$ cat src/rtl/ubtb_upd_ctrl_pkg.sv
// Shared types and constants for the micro-BTB update scheduler.
// The PC pre-hash layout defines which PC bits select a uBTB entry.
package ubtb_upd_ctrl_pkg;

  localparam int MXLEN               = 32;
  localparam int uBTB_INDEX_LEN      = 4;
  localparam int uBTB_PC_OFS_LEN     = 2;
  localparam int uBTB_UPDQ_DEPTH     = 4;
  localparam int uBTB_UPD_STARVE_MAX = 3;

  typedef struct packed {
    logic [MXLEN-uBTB_INDEX_LEN-uBTB_PC_OFS_LEN-1:0] pc_tag;
    logic [uBTB_INDEX_LEN-1:0]                       pc_index;
    logic [uBTB_PC_OFS_LEN-1:0]                      pc_ofs;
  } pc_uPrehash_t;

  typedef struct packed {
    logic [MXLEN-1:0] src;
    logic [MXLEN-1:0] dst;
  } ubtb_updReq_t;

  function automatic logic [uBTB_INDEX_LEN-1:0] ubtb_idx(input pc_uPrehash_t pc);
    return pc.pc_index;
  endfunction

endpackage

$ cat src/rtl/ubtb_upd_ctrl_if.sv
// Training-request, uBTB read-probe and uBTB write-port bundle of the update scheduler.
interface ubtb_upd_ctrl_if
  import ubtb_upd_ctrl_pkg::*;
#(
  parameter int QDEPTH = uBTB_UPDQ_DEPTH
);
  logic             i_ex_upd_vld;
  logic [MXLEN-1:0] i_ex_upd_src;
  logic [MXLEN-1:0] i_ex_upd_dst;
  logic             o_ex_upd_rdy;
  logic             i_dc_upd_vld;
  logic [MXLEN-1:0] i_dc_upd_src;
  logic [MXLEN-1:0] i_dc_upd_dst;
  logic             o_dc_upd_rdy;
  logic             i_flush;
  logic             i_nPc_vld;
  logic [MXLEN-1:0] i_nPc;
  logic             o_ubtb_update;
  logic [MXLEN-1:0] o_pc_jumpsrc;
  logic [MXLEN-1:0] o_pc_jumpdst;
  logic [$clog2(QDEPTH):0] o_q_count;
  logic             o_forced_wr;

  modport master (
    output i_ex_upd_vld, i_ex_upd_src, i_ex_upd_dst,
    output i_dc_upd_vld, i_dc_upd_src, i_dc_upd_dst,
    output i_flush, i_nPc_vld, i_nPc,
    input  o_ex_upd_rdy, o_dc_upd_rdy, o_ubtb_update,
    input  o_pc_jumpsrc, o_pc_jumpdst, o_q_count, o_forced_wr
  );

  modport slave (
    input  i_ex_upd_vld, i_ex_upd_src, i_ex_upd_dst,
    input  i_dc_upd_vld, i_dc_upd_src, i_dc_upd_dst,
    input  i_flush, i_nPc_vld, i_nPc,
    output o_ex_upd_rdy, o_dc_upd_rdy, o_ubtb_update,
    output o_pc_jumpsrc, o_pc_jumpdst, o_q_count, o_forced_wr
  );
endinterface

$ cat src/rtl/ubtb_upd_fifo.sv
// Deduplicating update queue: a request whose src is already queued (and not
// leaving this cycle) rewrites that entry's dst instead of taking a new slot.
module ubtb_upd_fifo
  import ubtb_upd_ctrl_pkg::*;
#(
  parameter int QDEPTH = uBTB_UPDQ_DEPTH
) (
  input  logic                      i_clk,
  input  logic                      i_rstn,
  input  logic                      i_flush,
  input  logic                      i_enq,
  input  ubtb_updReq_t              i_req,
  input  logic                      i_pop,
  output ubtb_updReq_t              o_head,
  output logic                      o_empty,
  output logic                      o_full,
  output logic [$clog2(QDEPTH):0]   o_count
);
  localparam int PW = $clog2(QDEPTH);
  localparam int CW = PW + 1;

  ubtb_updReq_t      mem [QDEPTH];
  logic [QDEPTH-1:0] vld_q;
  logic [PW:0]       wptr_q, rptr_q;
  logic [CW-1:0]     cnt_q;
  logic [QDEPTH-1:0] hit;
  logic [PW-1:0]     rd_idx, wr_idx;
  logic              merge, push;

  assign rd_idx = rptr_q[PW-1:0];
  assign wr_idx = wptr_q[PW-1:0];

  // NOTE: every always_comb output gets a default first so no path can infer a latch.
  always_comb begin
    hit = '0;
    for (int i = 0; i < QDEPTH; i++) begin
      hit[i] = vld_q[i] && (mem[i].src == i_req.src) && !(i_pop && (PW'(i) == rd_idx));
    end
  end

  assign merge = i_enq && (|hit);
  assign push  = i_enq && !merge;

  // NOTE: sequential state uses non-blocking assignments so all registers update together.
  always_ff @(posedge i_clk or negedge i_rstn) begin
    if (!i_rstn) begin
      vld_q  <= '0;
      wptr_q <= '0;
      rptr_q <= '0;
      cnt_q  <= '0;
    end else if (i_flush) begin
      vld_q  <= '0;
      wptr_q <= '0;
      rptr_q <= '0;
      cnt_q  <= '0;
    end else begin
      if (i_pop) begin
        vld_q[rd_idx] <= 1'b0;
        rptr_q        <= rptr_q + 1'b1;
      end
      if (push) begin
        vld_q[wr_idx] <= 1'b1;
        wptr_q        <= wptr_q + 1'b1;
      end
      cnt_q <= cnt_q + CW'(push) - CW'(i_pop);
    end
  end

  // NOTE: payload storage is not reset; valid bits and count alone decide what is live.
  always_ff @(posedge i_clk) begin
    for (int i = 0; i < QDEPTH; i++) begin
      if (push && (PW'(i) == wr_idx)) mem[i] <= i_req;
      else if (merge && hit[i])       mem[i].dst <= i_req.dst;
    end
  end

  assign o_head  = mem[rd_idx];
  assign o_empty = (cnt_q == '0);
  assign o_full  = (cnt_q == CW'(QDEPTH));
  assign o_count = cnt_q;

endmodule

$ cat src/rtl/ubtb_upd_ctrl.sv
// micro-BTB update scheduler: EX/DC arbitration, read-index conflict hold-off
// with a starvation bound, and the uBTB write-port drive.
module ubtb_upd_ctrl
  import ubtb_upd_ctrl_pkg::*;
#(
  parameter int QDEPTH     = uBTB_UPDQ_DEPTH,
  parameter int STARVE_MAX = uBTB_UPD_STARVE_MAX
) (
  input logic            i_clk,
  input logic            i_rstn,
  ubtb_upd_ctrl_if.slave bus
);
  localparam int SW = $clog2(STARVE_MAX + 1);

  ubtb_updReq_t  enq_req, head;
  logic          ex_acc, dc_acc, enq, pop, empty, full, conflict, forced;
  logic [SW-1:0] starve_q;

  // EX wins outright; DC only gets a slot in cycles EX is silent.
  assign bus.o_ex_upd_rdy = !full && !bus.i_flush;
  assign bus.o_dc_upd_rdy = !full && !bus.i_flush && !bus.i_ex_upd_vld;
  assign ex_acc  = bus.i_ex_upd_vld && bus.o_ex_upd_rdy;
  assign dc_acc  = bus.i_dc_upd_vld && bus.o_dc_upd_rdy;
  assign enq     = ex_acc || dc_acc;
  assign enq_req = ex_acc ? '{src: bus.i_ex_upd_src, dst: bus.i_ex_upd_dst}
                          : '{src: bus.i_dc_upd_src, dst: bus.i_dc_upd_dst};

  ubtb_upd_fifo #(.QDEPTH(QDEPTH)) u_fifo (
    .i_clk   (i_clk),
    .i_rstn  (i_rstn),
    .i_flush (bus.i_flush),
    .i_enq   (enq),
    .i_req   (enq_req),
    .i_pop   (pop),
    .o_head  (head),
    .o_empty (empty),
    .o_full  (full),
    .o_count (bus.o_q_count)
  );

  assign conflict = bus.i_nPc_vld && (ubtb_idx(bus.i_nPc) == ubtb_idx(head.src));
  assign forced   = (starve_q == SW'(STARVE_MAX));
  assign pop      = !empty && !bus.i_flush && (!conflict || forced);

  // Counts cycles the head has been pushed back by the read port.
  always_ff @(posedge i_clk or negedge i_rstn) begin
    if (!i_rstn)                              starve_q <= '0;
    else if (bus.i_flush || empty || pop)     starve_q <= '0;
    else if (conflict && !forced)             starve_q <= starve_q + 1'b1;
  end

  assign bus.o_ubtb_update = pop;
  assign bus.o_forced_wr   = pop && conflict;
  assign bus.o_pc_jumpsrc  = empty ? '0 : head.src;
  assign bus.o_pc_jumpdst  = empty ? '0 : head.dst;

endmodule

$ cat src/flat_wrapper.sv
// flat-port wrapper written by rule: the top's interface ports become plain ports
module ubtb_upd_ctrl_flat import ubtb_upd_ctrl_pkg::*;
#(
  parameter int QDEPTH     = uBTB_UPDQ_DEPTH,
  parameter int STARVE_MAX = uBTB_UPD_STARVE_MAX
)
  (i_clk, i_rstn, bus_i_ex_upd_vld, bus_i_ex_upd_src, bus_i_ex_upd_dst, bus_i_dc_upd_vld, bus_i_dc_upd_src, bus_i_dc_upd_dst, bus_i_flush, bus_i_nPc_vld, bus_i_nPc, bus_o_ex_upd_rdy, bus_o_dc_upd_rdy, bus_o_ubtb_update, bus_o_pc_jumpsrc, bus_o_pc_jumpdst, bus_o_q_count, bus_o_forced_wr);
  ubtb_upd_ctrl_if #(.QDEPTH(QDEPTH)) bus_i ();
  input logic i_clk;
  input logic i_rstn;
  input wire logic [$bits(bus_i.i_ex_upd_vld)-1:0] bus_i_ex_upd_vld;
  input wire logic [$bits(bus_i.i_ex_upd_src)-1:0] bus_i_ex_upd_src;
  input wire logic [$bits(bus_i.i_ex_upd_dst)-1:0] bus_i_ex_upd_dst;
  input wire logic [$bits(bus_i.i_dc_upd_vld)-1:0] bus_i_dc_upd_vld;
  input wire logic [$bits(bus_i.i_dc_upd_src)-1:0] bus_i_dc_upd_src;
  input wire logic [$bits(bus_i.i_dc_upd_dst)-1:0] bus_i_dc_upd_dst;
  input wire logic [$bits(bus_i.i_flush)-1:0] bus_i_flush;
  input wire logic [$bits(bus_i.i_nPc_vld)-1:0] bus_i_nPc_vld;
  input wire logic [$bits(bus_i.i_nPc)-1:0] bus_i_nPc;
  output wire logic [$bits(bus_i.o_ex_upd_rdy)-1:0] bus_o_ex_upd_rdy;
  output wire logic [$bits(bus_i.o_dc_upd_rdy)-1:0] bus_o_dc_upd_rdy;
  output wire logic [$bits(bus_i.o_ubtb_update)-1:0] bus_o_ubtb_update;
  output wire logic [$bits(bus_i.o_pc_jumpsrc)-1:0] bus_o_pc_jumpsrc;
  output wire logic [$bits(bus_i.o_pc_jumpdst)-1:0] bus_o_pc_jumpdst;
  output wire logic [$bits(bus_i.o_q_count)-1:0] bus_o_q_count;
  output wire logic [$bits(bus_i.o_forced_wr)-1:0] bus_o_forced_wr;
  assign bus_i.i_ex_upd_vld = bus_i_ex_upd_vld;
  assign bus_i.i_ex_upd_src = bus_i_ex_upd_src;
  assign bus_i.i_ex_upd_dst = bus_i_ex_upd_dst;
  assign bus_i.i_dc_upd_vld = bus_i_dc_upd_vld;
  assign bus_i.i_dc_upd_src = bus_i_dc_upd_src;
  assign bus_i.i_dc_upd_dst = bus_i_dc_upd_dst;
  assign bus_i.i_flush = bus_i_flush;
  assign bus_i.i_nPc_vld = bus_i_nPc_vld;
  assign bus_i.i_nPc = bus_i_nPc;
  assign bus_o_ex_upd_rdy = bus_i.o_ex_upd_rdy;
  assign bus_o_dc_upd_rdy = bus_i.o_dc_upd_rdy;
  assign bus_o_ubtb_update = bus_i.o_ubtb_update;
  assign bus_o_pc_jumpsrc = bus_i.o_pc_jumpsrc;
  assign bus_o_pc_jumpdst = bus_i.o_pc_jumpdst;
  assign bus_o_q_count = bus_i.o_q_count;
  assign bus_o_forced_wr = bus_i.o_forced_wr;
  ubtb_upd_ctrl #(.QDEPTH(QDEPTH), .STARVE_MAX(STARVE_MAX)) u_core (.i_clk(i_clk), .i_rstn(i_rstn), .bus(bus_i));
endmodule
$ cat config.mk
export PLATFORM = sky130hd
export DESIGN_NAME = ubtb_upd_ctrl_flat
export DESIGN_NICKNAME = d
export VERILOG_FILES = /design/src/rtl/ubtb_upd_ctrl_pkg.sv /design/src/rtl/ubtb_upd_ctrl_if.sv /design/src/rtl/ubtb_upd_fifo.sv /design/src/rtl/ubtb_upd_ctrl.sv /design/src/flat_wrapper.sv
export SDC_FILE = /design/constraint.sdc
export NUM_CORES = 1
export LEC_CHECK = 0
export CORE_AREA = 2 2 197 248
export DETAILED_ROUTE_END_ITERATION = 16
export DIE_AREA = 0 0 199 250
export DONT_BUFFER_PORTS = 1
export GPL_TIMING_DRIVEN = 0
export MAX_ROUTING_LAYER = met4
export SKIP_CTS_REPAIR_TIMING = 1
export SLEW_MARGIN = 20
export SYNTH_ARGS = -nofsm -noshare
export SYNTH_HDL_FRONTEND = slang
export SYNTH_SLANG_ARGS = --single-unit
export TNS_END_PERCENT = 20
$ cat constraint.sdc
create_clock -name i_clk -period 10 [get_ports i_clk]
set_clock_uncertainty 0.15 [all_clocks]
set_input_delay 1 -clock i_clk [delete_from_list [all_inputs] [get_ports i_clk]]
set_output_delay 1 -clock i_clk [all_outputs]
set_load 0.01 [all_outputs]
==> flow_summary.toml <==
[pwr]
p_int_mw = 2.57
power_density_nw_per_um2 = 246
p_total_mw = 3.96
pwr-share-clk_pct = 27.9
combPwrFrac_pct = 34.1
switching_share_pct = 35.3
p_leak_nw = 5.42
p_switching_mw = 1.40
ir_drop_mv = 0.152
p_seq_share_pct = 38.0

[worst_hold_path]
holdCritPathClass = "reg -> reg"

[yosys]
synth_edf_count = 256
syn_area_per_cell_sq_um = 13.2
ys_seq_elements = 269
yosys-mux-area-fraction_pct = 12.9
synth_area_sq_um = 14100
synth_compound_area_share_pct = 6.87
yosys.area_share.xor_xnor_pct = 0.311
synth-seq-area-share_pct = 56.9
synth_flop_cell = "edfxtp_1"
netlist_instances = 1065
synth_top_family_by_area = "simple AND/OR/NAND/NOR gates"
ys_types = 49
synth_fa_ha_area_share_pct = 1.12
yosys.area_share.simple_pct = 19.6
async_flop_share_pct = 4.83
ys_warn_count = 0
synth_fp_nets = 1243

[global_route]
antenna_found_initial = 1
grt_usage_pct = 17.8
grt_overflow = 0
grt_max_degree = 23
grt_pass1_vias = 9513
grt_pass1_wl_microns = 62800

[clock_tree]
clkSinkCount = 269
numCtsBuffers = 30
clk_pin_slew_ns = 0.06
cts_root_buf = "clkbuf_16"
cts_tree = "yes"
ctsHtreeMaxLevel = 1
clk_path_buf_depth = 3
clk_latency_ns = 0.56

[finish]
layout_commonest_cell = "edfxtp_1"
mostFrequentLayoutCells = "edfxtp_1 (256), a21oi_1 (129), and3_1 (129)"
drive_gt1_share_pct = 19.4
final_area_sq_um = 16100
areaGrowthSynthToFinish_pct = 14.5
nets = 1284

[timing]
maxSlewViolCount = 0
post-route-period-util_pct = 58.8
hold_viol_final = 0
slew_headroom_pct = 29.2
setup_viol = 0
grt_setup_unrepaired = "false"
period_minus_slack_ns = 5.88
setup_tns_ns = 0
worst_slack_ns = 4.12
holdWs_ns = 0.300
clock.fmax_mhz = 170
tightest_slew_ns = 1.06

[detailed_routing]
via_per_inst = 5.52
drt-initial-drc-count = 1100
dr.pass1.iters = 7
wl_per_cell_microns = 25.0
drc = 0
via_count = 9793
totalWireLength_microns = 44300
final_antenna_net_count = 0

[floorplan]
pin_count = 237
start_util_pct = 29.6
die_area_sq_um = 49800
die_h_microns = 250
row_count = 90
core_sq_um = 47600
die_x_microns = 199

[critical_path]
endpoint_kind = "flip-flop"
required_ns = 10.26
path_max_fanout = 10
worstPathArrival_ns = 6.14
start_kind = "input pin"
crit_type = "in -> reg"

[place]
pre_cts_slack_ns = 3.64
io_buffers = 0
globalplace.congestion = 0.948
hpwlAfterDp_microns = 32900
post_dp_cell_area_sq_um = 15100

[run_status]
outcome = "finished clean"

[job]
max_cap_violations = 0
==> synth_stat cells (3+ instances only) <==
| library cell | instances | area share [%] |
|---|---|---|
| a21oi_1 | 129 | 4.6 |
| a22o_1 | 4 | 0.25 |
| and2_1 | 4 | 0.18 |
| and3_1 | 129 | 5.7 |
| buf_1 | 8 | 0.21 |
| buf_2 | 9 | 0.32 |
| buf_4 | 4 | 0.21 |
| buf_6 | 6 | 0.48 |
| clkbuf_1 | 24 | 0.64 |
| dfrtp_1 | 13 | 2.3 |
| edfxtp_1 | 256 | 55 |
| ha_1 | 11 | 0.98 |
| inv_1 | 8 | 0.21 |
| mux2_2 | 32 | 2.6 |
| mux4_2 | 64 | 10 |
| nand2_1 | 70 | 1.9 |
| nand4_1 | 26 | 1.2 |
| nand4_2 | 15 | 1.3 |
| nand4_4 | 9 | 1.4 |
| nor2_1 | 31 | 0.83 |
| nor2_2 | 10 | 0.44 |
| nor2b_1 | 67 | 3.0 |
| nor3_1 | 3 | 0.11 |
| nor4_1 | 66 | 2.9 |
| o21ai_1 | 32 | 1.1 |
| or4_1 | 3 | 0.16 |
| xnor2_1 | 5 | 0.31 |
==> worst paths after layout <==
path / slack, ns / depth (start not counted) / from / end
max: 4.12 / 18 / bus_i_flush / u_core.u_fifo.o_count[2]
min: 0.30 / 1 / u_core.starve_q[0] / u_core.starve_q[0]
max reg2reg: 4.29 / 17 / u_core.u_fifo.o_count[1] / u_core.u_fifo.o_count[2]
min reg2reg: 0.30 / 1 / u_core.starve_q[0] / u_core.starve_q[0]
max in group asynchronous: 8.53 / 1 / i_rstn / u_core.u_fifo.wptr_q[0]
min in group asynchronous: 0.76 / 1 / i_rstn / u_core.u_fifo.rptr_q[0]
==> worst max-delay path: stages <==
cell and delay, ns:
buf_2 0.20, nand2b_4 0.19, clkbuf_1 0.60, o21ai_1 0.40
and3_1 0.31, nor4_1 0.68, nand4_1 0.25, or4_1 0.68
o22a_1 0.29, and3_4 0.22, inv_2 0.12, ha_1 0.14
inv_1 0.04, ha_1 0.19, fa_1 0.41, xnor2_1 0.20
xnor2_1 0.14, nor2_1 0.05
==> area by class of cell <==
class	count	area (sq um)
multi-input cells	734	5770
inverters	10	37.5
fillers	4649	31500
well taps	644	806
clock inverters	21	203
diodes	1	2.50
plain buffers	52	285
clock buffers	34	787
repair buffers	9	208
flip-flops and latches	269	8010
==> kinds of logic after synthesis <==
family / after synthesis
multiplexers: 98
AO/OA/AOI/OAI: 179
buffers and inverters: 62
AND/OR/NAND/NOR: 440
XOR/XNOR: 5
flip-flops: 269
adder cells (fa/ha/maj): 12
==> routing by layer <==
metal | up-vias | track usage (%) | part of all wire, %
met5 | - | - | 0
met4 | 0 | 5.44 | 3.2
met3 | 80 | 3.42 | 7.8
met2 | 462 | 30.6 | 51
met1 | 4915 | 21.1 | 38
li1 | 4336 | - | -
==> power groups by stage <==
stage          sequential, mW  combinational (mW)  clock, mW
2_1_floorplan            1.50               0.903          0
6_report                 1.51                1.35       1.11
5_1_grt                  1.52                1.46       1.16
4_1_cts                  1.51                1.38       1.12
3_3_place_gp             1.53                1.32          0
3_5_place_dp             1.53                1.37          0
==> metrics by stage <==
stage                     cells  util [%]
after global routing       1774      33.8
after floorplan            1065         -
after detailed placement   1717      31.7
final                      1774      33.8
after CTS                  1772      33.8
after global placement     1709      31.2
==> sequential cells by signal, indices dropped and copies added (netlist names) <==
| signal | count |
|---|---|
| u_core.u_fifo.mem | 256 |
| u_core.u_fifo.vld_q | 4 |
| u_core.u_fifo.o_count | 3 |
| u_core.starve_q | 2 |
| u_core.u_fifo.rptr_q | 2 |
| u_core.u_fifo.wptr_q | 2 |
No activity file was read; power rests on OpenSTA's default activity.
